--- config.mk ---
export PLATFORM = sky130hd
export DESIGN_NAME = dram_frame_reader
export DESIGN_NICKNAME = d
export VERILOG_FILES = /design/src/rtl/dram_frame_reader.sv
export SDC_FILE = /design/constraint.sdc
export NUM_CORES = 1
export LEC_CHECK = 0
export BUFFER_PORTS_ARGS = -buffer_cell sky130_fd_sc_hd__buf_2
export CORE_ASPECT_RATIO = 0.9
export CORE_MARGIN = 5
export CORE_UTILIZATION = 60
export DETAILED_ROUTE_END_ITERATION = 6
export PLACE_DENSITY = 0.85
export RECOVER_POWER = 25
export SETUP_SLACK_MARGIN = 0.02
export SLEW_MARGIN = 20
export SYNTH_ARGS = -nofsm -noshare
export SYNTH_HDL_FRONTEND = slang
export SYNTH_SLANG_ARGS = --single-unit
--- constraint.sdc ---
create_clock -name clk -period 12.25 [get_ports clk]
set_input_delay 2.45 -clock clk [delete_from_list [all_inputs] [get_ports clk]]
set_output_delay 2.45 -clock clk [all_outputs]
set_load 0.02 [all_outputs]
--- src/rtl/dram_frame_reader.sv ---
// dram_frame_reader: AXI4 read master that fetches a word run from DRAM and streams it into a buffer write port
module dram_frame_reader #(
    parameter int MAX_BURST  = 16,
    parameter int ADDR_WIDTH = 32
) (
    input  logic                  clk,
    input  logic                  rst,
    input  logic                  kick,
    input  logic [31:0]           read_num,
    input  logic [31:0]           read_addr,
    output logic                  busy,
    output logic [31:0]           buf_dout,
    output logic                  buf_we,
    output logic                  rd_err,
    output logic [ADDR_WIDTH-1:0] m_axi_araddr,
    output logic [7:0]            m_axi_arlen,
    output logic [2:0]            m_axi_arsize,
    output logic [1:0]            m_axi_arburst,
    output logic                  m_axi_arvalid,
    input  logic                  m_axi_arready,
    input  logic [31:0]           m_axi_rdata,
    input  logic [1:0]            m_axi_rresp,
    input  logic                  m_axi_rlast,
    input  logic                  m_axi_rvalid,
    output logic                  m_axi_rready
);
    typedef enum logic [1:0] {IDLE, ADDR, DATA} state_t;

    state_t                state_q;
    logic [ADDR_WIDTH-1:0] addr_q, araddr_q, kick_addr_d, next_addr_d;
    logic [31:0]           rem_q, next_rem_d, buf_dout_q;
    logic [8:0]            beats_q, cnt_q, kick_beats_d, next_beats_d;
    logic [7:0]            arlen_q;
    logic                  arvalid_q, rready_q, busy_q, buf_we_q, rd_err_q, last_beat_d;

    // Burst size limited by the words left, MAX_BURST and the distance to the next 4 KB page
    function automatic logic [8:0] burst_beats(input logic [ADDR_WIDTH-1:0] a, input logic [31:0] r);
        logic [31:0] room, lim;
        room = 32'd1024 - {22'd0, a[11:2]};
        lim  = (r < 32'(MAX_BURST)) ? r : 32'(MAX_BURST);
        return (lim < room) ? lim[8:0] : room[8:0];
    endfunction

    // Burst sizing for a fresh kick and for the burst following the current one
    always_comb begin
        kick_addr_d  = ADDR_WIDTH'({read_addr[31:2], 2'b00});
        kick_beats_d = burst_beats(kick_addr_d, read_num);
        next_addr_d  = addr_q + ADDR_WIDTH'({beats_q, 2'b00});
        next_rem_d   = rem_q - 32'(beats_q);
        next_beats_d = burst_beats(next_addr_d, next_rem_d);
        last_beat_d  = (cnt_q + 9'd1) == beats_q;
    end

    // Request sequencer: one AR at a time, data beats counted to close each burst
    always_ff @(posedge clk or posedge rst) begin
        if (rst) begin
            state_q    <= IDLE;
            addr_q     <= '0;
            araddr_q   <= '0;
            rem_q      <= '0;
            beats_q    <= '0;
            cnt_q      <= '0;
            arlen_q    <= '0;
            arvalid_q  <= 1'b0;
            rready_q   <= 1'b0;
            busy_q     <= 1'b0;
            buf_we_q   <= 1'b0;
            buf_dout_q <= '0;
            rd_err_q   <= 1'b0;
        end else begin
            buf_we_q <= 1'b0;
            case (state_q)
                IDLE: if (kick && read_num != 32'd0) begin
                    addr_q    <= kick_addr_d;
                    rem_q     <= read_num;
                    rd_err_q  <= 1'b0;
                    araddr_q  <= kick_addr_d;
                    beats_q   <= kick_beats_d;
                    arlen_q   <= 8'(kick_beats_d - 9'd1);
                    arvalid_q <= 1'b1;
                    busy_q    <= 1'b1;
                    state_q   <= ADDR;
                end
                ADDR: if (m_axi_arready) begin
                    arvalid_q <= 1'b0;
                    rready_q  <= 1'b1;
                    cnt_q     <= '0;
                    state_q   <= DATA;
                end
                DATA: if (m_axi_rvalid) begin
                    buf_we_q   <= 1'b1;
                    buf_dout_q <= m_axi_rdata;
                    cnt_q      <= cnt_q + 9'd1;
                    if (m_axi_rresp != 2'b00 || m_axi_rlast != last_beat_d)
                        rd_err_q <= 1'b1;
                    if (last_beat_d) begin
                        addr_q   <= next_addr_d;
                        rem_q    <= next_rem_d;
                        rready_q <= 1'b0;
                        if (next_rem_d == 32'd0) begin
                            busy_q  <= 1'b0;
                            state_q <= IDLE;
                        end else begin
                            araddr_q  <= next_addr_d;
                            beats_q   <= next_beats_d;
                            arlen_q   <= 8'(next_beats_d - 9'd1);
                            arvalid_q <= 1'b1;
                            state_q   <= ADDR;
                        end
                    end
                end
                default: state_q <= IDLE;
            endcase
        end
    end

    assign busy          = busy_q;
    assign buf_dout      = buf_dout_q;
    assign buf_we        = buf_we_q;
    assign rd_err        = rd_err_q;
    assign m_axi_araddr  = araddr_q;
    assign m_axi_arlen   = arlen_q;
    assign m_axi_arsize  = 3'b010;
    assign m_axi_arburst = 2'b01;
    assign m_axi_arvalid = arvalid_q;
    assign m_axi_rready  = rready_q;
endmodule

## Yosys cells after proc, flatten, opt, wreduce, memory -nomap -nowiden

Cells that the tools add are included.

| operators by class | value |
|---|---|
| eq/ne operators | 11 |
| order comparisons | 4 |
| reductions and logical operators | 18 |
| $add $sub $neg | 7 |
| muxes and demuxes | 55 |

Operator list:

| kind | number |
|---|---|
| 2-to-1 mux 32 bit | 11 |
| one-hot mux 32 bit (2 select lines) | 3 |
| 2-to-1 mux 9 bit | 8 |
| less-than comparator 32 bit | 2 |
| less-than comparator 32 x 5 -> 1 bit, second input constant | 2 |
| one-hot mux 9 bit (2 select lines) | 2 |
| adder 32 x 11 -> 32 bit | 1 |
| logical NOT 32 bit | 1 |
| 2-to-1 mux 8 bit | 4 |
| nonzero test 32 bit | 1 |
| subtractor 32 x 9 -> 32 bit | 1 |
| subtractor 11 x 10 -> 12 bit, first input constant | 2 |
| 2-to-1 mux 1 bit | 17 |
| one-hot mux 8 bit (2 select lines) | 1 |
| AND reduction 4 bit | 4 |
| subtractor 8 x 1 -> 8 bit, second input constant | 2 |
| inequality test 2 bit, second input constant | 7 |
| AND reduction 5 bit | 2 |
| adder 9 x 1 -> 9 bit, second input constant | 1 |
| == test 9 bit | 1 |
| 2-to-1 mux 2 bit | 4 |
| one-hot mux 1 bit (2 select lines) | 3 |
| one-hot mux 2 bit (3 select lines) | 1 |
| AND reduction 6 bit | 1 |
| 11 further kinds | 13 |

| storage, ports and cells | value |
|---|---|
| word-level logic and storage cells | 108 |
| input port bits | 104 |
| output and inout port bits | 82 |
| register bits | 161 |

## Logic depth before layout (Yosys ltp)

Gate-level depths: netlist of the first run.

| depth | value |
|---|---|
| depth in word-level cells | 10 |
| mapped depth | 28 |
| gate-level depth less buffers | 26 |

## Least setup slack after synthesis of the first run

Ideal clock, no wire load.

| timing | value |
|---|---|
| path type | reg2reg |
| start point | register rem_q[0] |
| end point | register arlen_q[6] (netlist: m_axi_arlen[6]) |
| required time | 12181 ps |
| buffers on the path | 2 |
| stages on the path, launching flop included | 29 |
| setup slack | 6463 ps |
| setup time | 69 ps |
| period minus slack after synthesis | 5787 ps |
| arrival time | 5717 ps |
| cell sequence | dfrtp_1 > inv_1 > ha_1 > inv_1 > fa_1 > a211oi_2 > nor3_2 > or3_1 > buf_2 > xnor2_1 > or2_1 > or4_4 > or3_1 > buf_6 > nor2_1 > ha_1 > a211o_1 > a21oi_1 > nand3_1 > a21boi_0 > nand2b_1 > nor4_1 > o22ai_1 > nor2_1 > inv_1 > ha_1 > o211a_1 > a211o_2 > nand3_1 |

| on the way | value |
|---|---|
| cells in the longest elaborated chain, start to end | 10 |
| elaborated cells between the ends (all ways) | 13 |
| classes of those cells | 2 x add/sub; 2 x order compare; 1 x eq/ne; 6 x mux; 2 x reduce/logical |

RTL lines:

| what | line | text |
|---|---|---|
| start, declared | 31 | `logic [31:0] rem_q, next_rem_d, buf_dout_q;` |
| start signal, assigned | 75 | `rem_q <= read_num;` |
| start signal, assigned | 98 | `rem_q <= next_rem_d;` |
| subtractor 32 x 9 -> 32 bit * | 49 | `next_rem_d = rem_q - 32'(beats_q);` |
| less-than comparator 32 x 5 -> 1 bit | 40 | `lim = (r < 32'(MAX_BURST)) ? r : 32'(MAX_BURST);` |
| 2-to-1 mux 32 bit | 40 |  |
| less-than comparator 32 bit | 41 | `return (lim < room) ? lim[8:0] : room[8:0];` |
| 2-to-1 mux 9 bit | 41 |  |
| subtractor 8 x 1 -> 8 bit | 106 | `arlen_q <= 8'(next_beats_d - 9'd1);` |
| 2-to-1 mux 8 bit | 100 | `if (next_rem_d == 32'd0) begin` |
| 2-to-1 mux 8 bit | 96 | `if (last_beat_d) begin` |
| 2-to-1 mux 8 bit | 90 | `DATA: if (m_axi_rvalid) begin` |
| one-hot mux 8 bit (2 select lines) | 72 | `case (state_q)` |
| end signal, assigned | 79 | `arlen_q <= 8'(kick_beats_d - 9'd1);` |
| end signal, assigned | 106 |  |
| end, declared | 33 | `logic [7:0] arlen_q;` |

Mark *: on every way between the ends. The rest lies on a longest branch, timed or not. The select of a mux whose other input is x is not followed.
A chain may end at the register's enable or synchronous reset.

## Worst setup path in the final report of the first run

| timing | value |
|---|---|
| start point | register beats_q[0] |
| end point | register arlen_q[6] (netlist: m_axi_arlen[6]) |

| on the way | value |
|---|---|
| cells in the longest elaborated chain, start to end | 10 |
| elaborated cells between the ends (all ways) | 17 |
| classes of those cells | 4 x add/sub; 2 x order compare; 3 x eq/ne; 6 x mux; 2 x reduce/logical |

RTL lines:

| what | line | text |
|---|---|---|
| start, declared | 32 | `logic [8:0] beats_q, cnt_q, kick_beats_d, next_beats_d;` |
| start signal, assigned | 78 | `beats_q <= kick_beats_d;` |
| start signal, assigned | 105 | `beats_q <= next_beats_d;` |
| subtractor 32 x 9 -> 32 bit | 49 |  |
| less-than comparator 32 x 5 -> 1 bit | 40 |  |
| 2-to-1 mux 32 bit | 40 |  |
| less-than comparator 32 bit | 41 |  |
| 2-to-1 mux 9 bit | 41 |  |
| subtractor 8 x 1 -> 8 bit | 106 |  |
| 2-to-1 mux 8 bit | 100 |  |
| 2-to-1 mux 8 bit | 96 |  |
| 2-to-1 mux 8 bit | 90 |  |
| one-hot mux 8 bit (2 select lines) | 72 |  |

Parallel ways exist; a longest one is shown, timed or not. The select of a mux whose other input is x is not followed.

==> flow_summary.yaml, run 1 <==
run_status:
  status: "finished, violations left"
  failed_checks: "capacitance limit, slew limit"
synthesis:
  synth-seq-cells: 161
  synth_area_um2: 10500
  synth_edf_count: 0
  yosysTopAreaCell: "dfrtp_1"
  synth.most_common_cell: "nand2_1"
  synth_area_leaders: "dfrtp_1 (38%), nand2_1 (7.6%), o21ai_0 (5.5%), ha_1 (5.0%), nor2_1 (4.4%)"
  synth_cell_types: 82
  ys_seq_area_share_pct: 38.4
  avgSynthCellArea_um2: 8.43
  synthCells: 1244
  synth.top_cell.area_share_pct: 38.4
  ys.flop_type: "dfrtp_1"
  yosys-top-cells-count: "nand2_1 (212), dfrtp_1 (161), nor2_1 (124)"
  yosysWarnings: 0
  synth_async_sr_flop_share_pct: 100
timing:
  fmax_mhz: 141
  setup_tns_ns: 0
  fin_crit_ns: 7.10
  slew_violations: 124
  worstMarginPinSlew_ns: 3.66
  hold_viol_final: 0
  setup_violations: 0
  rsz0062_at_grt: "no"
  maxSlewHeadroom_pct: -146
  fin_worst_skew_ns: 0.00817
  whs_ns: 0.464
  period_share_pct: 58.0
worst_setup_path:
  endpoint: "m_axi_arlen[6]"
  start_kind: "flop"
  crit_arrival_ns: 7.47
  path_class: "flop to flop"
  timing.rr.end: "m_axi_arlen[6]"
  cp_max_fo: 7
  r2r_cells: 25
  cp-end-kind: "flop"
  r2r_setup_slack_ns: 5.15
  r2r-start: "beats_q[0]"
  crit_start: "beats_q[0]"
  required_ns: 12.62
layout:
  syn2layout_area_growth_pct: 15.2
  instances_no_fill: 1647
  register_area_um2: 4030
  nFillCells: 1358
  multi_input_area_um2: 6060
  fin_area_um2: 12100
  fin_nets: 1546
  drive_above_1_share_pct: 20.1
power_and_ir_drop:
  vdd_drop_max_mv: 0.159
  power_w: 0.00353
  cellLeakagePower_nw: 5.65
  power_density_nw_per_um2: 292
floorplanning:
  initial_core_util_pct: 61.7
  dieArea_um2: 20200
  core_um2: 17000
  die-height_um: 135
  die_w_um: 149
  ioPinCount: 186
  rows: 45
clock_tree:
  cts_resized: 0
  cts_made_buffers: 17
  numClockSinks: 161
  cts_tree: "done"
  cts_buffer_depth: 2
  ctsHoldBuffers: 0
  clk_pin_slew_ns: 0.07
  clk_latency_ns: 0.43
  cts_root_buf: "clkbuf_16"
  post-cts-setup-buffers: 0
  cts_max_level: 4
route:
  wl_per_cell_um: 17.5
  first_iter_violations: 892
  routed_wl_mm: 28.9
  firstDrtPassIters: 7
  ant_nets: 0
  drc: 0
  vias: 9776
  vias_per_cell: 5.94
placed_design:
  dpl.cell_count: 1613
  place_area_um2: 11500
  gp_congestion: 0.956
  portBuffers: 178
  dp_hpwl_mm: 21.1
grt:
  grt_pass1_vias: 9298
  grt_max_degree: 116
  grtUsageTotal_pct: 28.7
  grt_pass1_wl_mm: 46.9
  antenna_found_initial: 3
  grt_overflow: 0
job:
  cap_viol_max_count: 2
min_path:
  hp-class: "flop to flop"
through the flow:
| stage | setup slack, ns | utilization, % |
|---|---|---|
| final | 5.15 | 71.1 |
| after global routing | 4.77 | 71.1 |
| after CTS | 5.31 | 71.0 |
| after detailed placement | 5.27 | 67.5 |
| after global placement | 5.28 | 67.5 |
| after floorplan | 5.45 | - |
layout make-up:
cell class,instances,share of cell area [%]
Antenna cell,1,0.0207
Tap cell,235,2.43
Multi-Input combinational cell,993,50.1
Sequential cell,161,33.3
Timing Repair Buffer,187,8.02
Clock buffer,17,3.52
Inverter,38,1.19
Clock inverter,15,1.36
power breakdown:
group / internal (W) / switching, W / leakage [nW]
clock network: 0.000273 / 0.000254 / 0.286
logic: 0.000766 / 0.00125 / 3.38
registers: 0.000768 / 0.000214 / 1.99
total: 0.00181 / 0.00172 / 5.65
critical path, cell delays in order (launching register included):
cell,delay (ns)
dfrtp_1,0.46
ha_1,0.24
inv_1,0.06
fa_1,0.48
a211oi_2,0.38
nor3_2,0.13
or3_4,0.46
nor3_4,0.27
a31oi_2,0.19
or4_4,0.60
or3_1,0.50
nor2_1,0.16
ha_1,0.26
a211o_1,0.30
a21oi_1,0.17
nand3_1,0.09
a21boi_0,0.38
nand2b_1,0.11
nor4_1,0.38
o22ai_1,0.20
nor2_1,0.25
inv_1,0.09
ha_1,0.29
o211a_1,0.16
a211o_2,0.33
nand3_1,0.08
state kept, by name, summed over array words and instances (netlist names):
| register | flops |
|---|---|
| addr_q | 32 |
| beats_q | 9 |
| buf_dout | 32 |
| buf_we | 1 |
| busy | 1 |
| cnt_q | 9 |
| m_axi_araddr | 32 |
| m_axi_arlen | 8 |
| m_axi_arvalid | 1 |
| m_axi_rready | 1 |
| rd_err | 1 |
| rem_q | 32 |
| state_q | 2 |
layout by cell type, fill, tap and decap left out, types with 8 or more instances in the layout:
master,instances
a21o_1,14
a21oi_1,63
a31oi_1,11
and2_1,8
and3_1,14
buf_2,177
clkbuf_16,17
conb_1,17
dfrtp_1,161
ha_1,42
inv_1,37
mux2_2,25
mux2i_1,10
nand2_1,212
nand2b_1,8
nand3_1,28
nor2_1,124
nor3_1,29
nor4_1,23
o21a_1,9
o21ai_0,116
o22a_1,13
o22ai_1,10
o31ai_1,11
or3_1,11
xnor2_1,41
xor2_1,29
worst min-delay path by stage:
stage                    start               to  slack [ns]  cells after the start
2_1_floorplan       addr_q[10]       addr_q[10]        0.46                      2
3_5_place_dp   m_axi_araddr[1]  m_axi_araddr[1]        0.45                      2
6_report       m_axi_araddr[1]  m_axi_araddr[1]        0.46                      2
5_1_grt        m_axi_araddr[0]  m_axi_araddr[0]        0.49                      2
3_3_place_gp   m_axi_araddr[1]  m_axi_araddr[1]        0.45                      2
4_1_cts        m_axi_araddr[1]  m_axi_araddr[1]        0.47                      2
routing by layer:
metal	vias up	global-route usage, %	wire [um]
li1	4682	-	-
met1	4626	40.0	12400
met2	412	45.2	13600
met3	52	5.32	2130
met4	4	9.76	682
met5	-	0	34
logic make-up (layout without fill, tap and decap cells):
logic type | Yosys count | count (layout) | synth area share (%)
AND/OR/NAND/NOR | 519 | 519 | 23.5
AO/OA/AOI/OAI | 308 | 308 | 18.3
flip-flops | 161 | 161 | 38.4
buffers and inverters | 105 | 257 | 4.81
XOR/XNOR | 70 | 70 | 5.84
adder cells (fa/ha/maj) | 44 | 44 | 5.39
multiplexers | 35 | 35 | 3.64
other | 2 | 18 | 0.0716
(Power assumes the default switching activity.)
==> run 2, diff against run 1 <==
CORE_UTILIZATION = 57   (was 60)
PLACE_DENSITY = 0.81   (was 0.85)
clock period = 6.95 ns   (was 12.25 ns; I/O delays follow)
==> flow_summary.yaml, run 2 (synthesis gave the netlist of run 1 again) <==
route:
  wl_per_cell_um: 17.6
  vias_per_cell: 5.91
  firstDrtPassIters: 5
  first_iter_violations: 879
  vias: 9799
  routed_wl_mm: 29.1
  ant_nets: 0
  drc: 0
layout:
  drive_above_1_share_pct: 20.4
  final_cell_mix: "nand2_1 (212), buf_2 (178), dfrtp_1 (161)"
  utilization_pct: 66.4
  layout_commonest_cell: "nand2_1"
  fin_area_um2: 12100
  antenna_cells: 0
  syn2layout_area_growth_pct: 15.4
  multi_input_area_um2: 6080
  fin_nets: 1547
  instances_no_fill: 1657
  register_area_um2: 4030
  nFillCells: 1499
placed_design:
  dp_hpwl_mm: 21.0
  portBuffers: 178
  place_area_um2: 11500
  gp_congestion: 0.953
  dpl.cell_count: 1625
grt:
  antenna_found_initial: 1
  grt_max_degree: 103
  grt_overflow: 0
  grt_pass1_vias: 9386
  grt_pass1_wl_mm: 47.4
  grtUsageTotal_pct: 27.0
timing:
  slew_violations: 144
  fmax_mhz: 152
  setup_violations: 0
  fin_crit_ns: 6.58
  worstMarginPinSlew_ns: 3.89
  maxSlewHeadroom_pct: -159
  period_share_pct: 94.7
  rsz0062_at_grt: "no"
  hold_viol_final: 0
  setup_tns_ns: 0
  fin_worst_skew_ns: 0.0130
clock_tree:
  clk_pin_slew_ns: 0.07
  cts_root_buf: "clkbuf_16"
  cts_made_buffers: 17
  cts_buffer_depth: 2
  cts_tree: "done"
  clk_latency_ns: 0.43
  cts_max_level: 4
  numClockSinks: 161
worst_setup_path:
  start_kind: "flop"
  worst_path_largest_cell_delay_ns: 0.61
  required_ns: 7.26
  cp_cell_sequence: "ha_1 -> inv_1 -> fa_1 -> a211oi_4 -> nor3_2 -> or3_4 -> nor3_4 -> a31oi_2 -> or4_4 -> or3_4 -> nor2_1 -> ha_1 -> a211o_1 -> a21oi_1 -> o21ai_0 -> o21ba_2 -> nand2_1 -> mux2_2 -> nor4_1 -> o22ai_1 -> o2111a_2 -> and4_2 -> a211o_1"
  crit_arrival_ns: 6.90
  path_class: "flop to flop"
  r2r_setup_slack_ns: 0.37
  cp_max_fo: 7
  slowest_stage: "or4_4"
  cp-end-kind: "flop"
floorplanning:
  rows: 47
  die_w_um: 153
  initial_core_util_pct: 57.5
  dieArea_um2: 21200
  die-height_um: 139
  core_um2: 18200
  ioPinCount: 186
job:
  cap_viol_max_count: 2
power_and_ir_drop:
  cellLeakagePower_nw: 5.67
  vdd_drop_max_mv: 0.265
  power_density_nw_per_um2: 516
run_status:
  failed_checks: "capacitance limit, slew limit"
  status: "finished, violations left"
min_path:
  hp-class: "flop to flop"
-- run 2: cell types whose count changed in the layout (fill, tap and decap cells not counted), sizes merged --
cell and change:
buf +2, clkinv -1, bufinv +1, clkinvlp -1, diode -1
-- run 2: worst max-delay path, delay by kind of cell, from the launching register on --
family / cells / cell delay, ns
fa+ha+maj: 3 / 1.02
simple gates: 9 / 2.58
compound gates: 9 / 2.08
buf+inv: 1 / 0.07
flops: 1 / 0.46
mux: 1 / 0.27
-- run 2: area by class of cell --
| type | instances | share of cell area [%] |
|---|---|---|
| multi-input cells | 993 | 50.2 |
| flip-flops and latches | 161 | 33.3 |
| repair buffers | 188 | 7.95 |
| clock buffers | 18 | 3.63 |
| well taps | 245 | 2.53 |
| clock inverters | 14 | 1.22 |
| inverters | 38 | 1.18 |
-- run 2: final timing paths --
| path | startpoint | end | depth (start not counted) |
|---|---|---|---|
| max | beats_q[0] | m_axi_arlen[5] | 23 |
| min | m_axi_araddr[0] | m_axi_araddr[0] | 2 |
| max reg2reg | beats_q[0] | m_axi_arlen[5] | 23 |
| min reg2reg | m_axi_araddr[0] | m_axi_araddr[0] | 2 |
| max in group asynchronous | rst | rd_err | 3 |
| min in group asynchronous | rst | m_axi_araddr[17] | 2 |
-- run 2: repair_timing --
item	in CTS	in global routing
hold buffers	0	0
gates resized for setup	0	6
setup endpoints to repair	0	4
buffers inserted	0	0
-- run 2: report_power, final --
| part | total [W] | internal (W) | switching, W |
|---|---|---|---|
| registers | 0.00173 | 0.00135 | 0.000378 |
| logic | 0.00359 | 0.00135 | 0.00224 |
| clock network | 0.000934 | 0.000515 | 0.000418 |
| total | 0.00625 | 0.00322 | 0.00303 |
-- run 2: through the flow --
step / hold slack [ns] / total power [W] / worst slack (ns)
floorplan: 0.456 / 0.00431 / 1.16
CTS: 0.473 / 0.00620 / 0.208
finish: 0.470 / 0.00625 / 0.369
global route: 0.498 / 0.00672 / 0.0856
detailed placement: 0.457 / 0.00523 / 0.290
global placement: 0.450 / 0.00511 / 0.327
-- run 2: per-layer routing --
layer  global-route usage [%]  share of wire [%]  wire (um)  up-vias
met2                     43.1                 47      13700      434
met4                     9.61                3.1        889        2
li1                         -                  -          -     4678
met1                     36.7                 42      12300     4611
met3                     5.55                7.6       2220       74
met5                        0              0.024          7        -
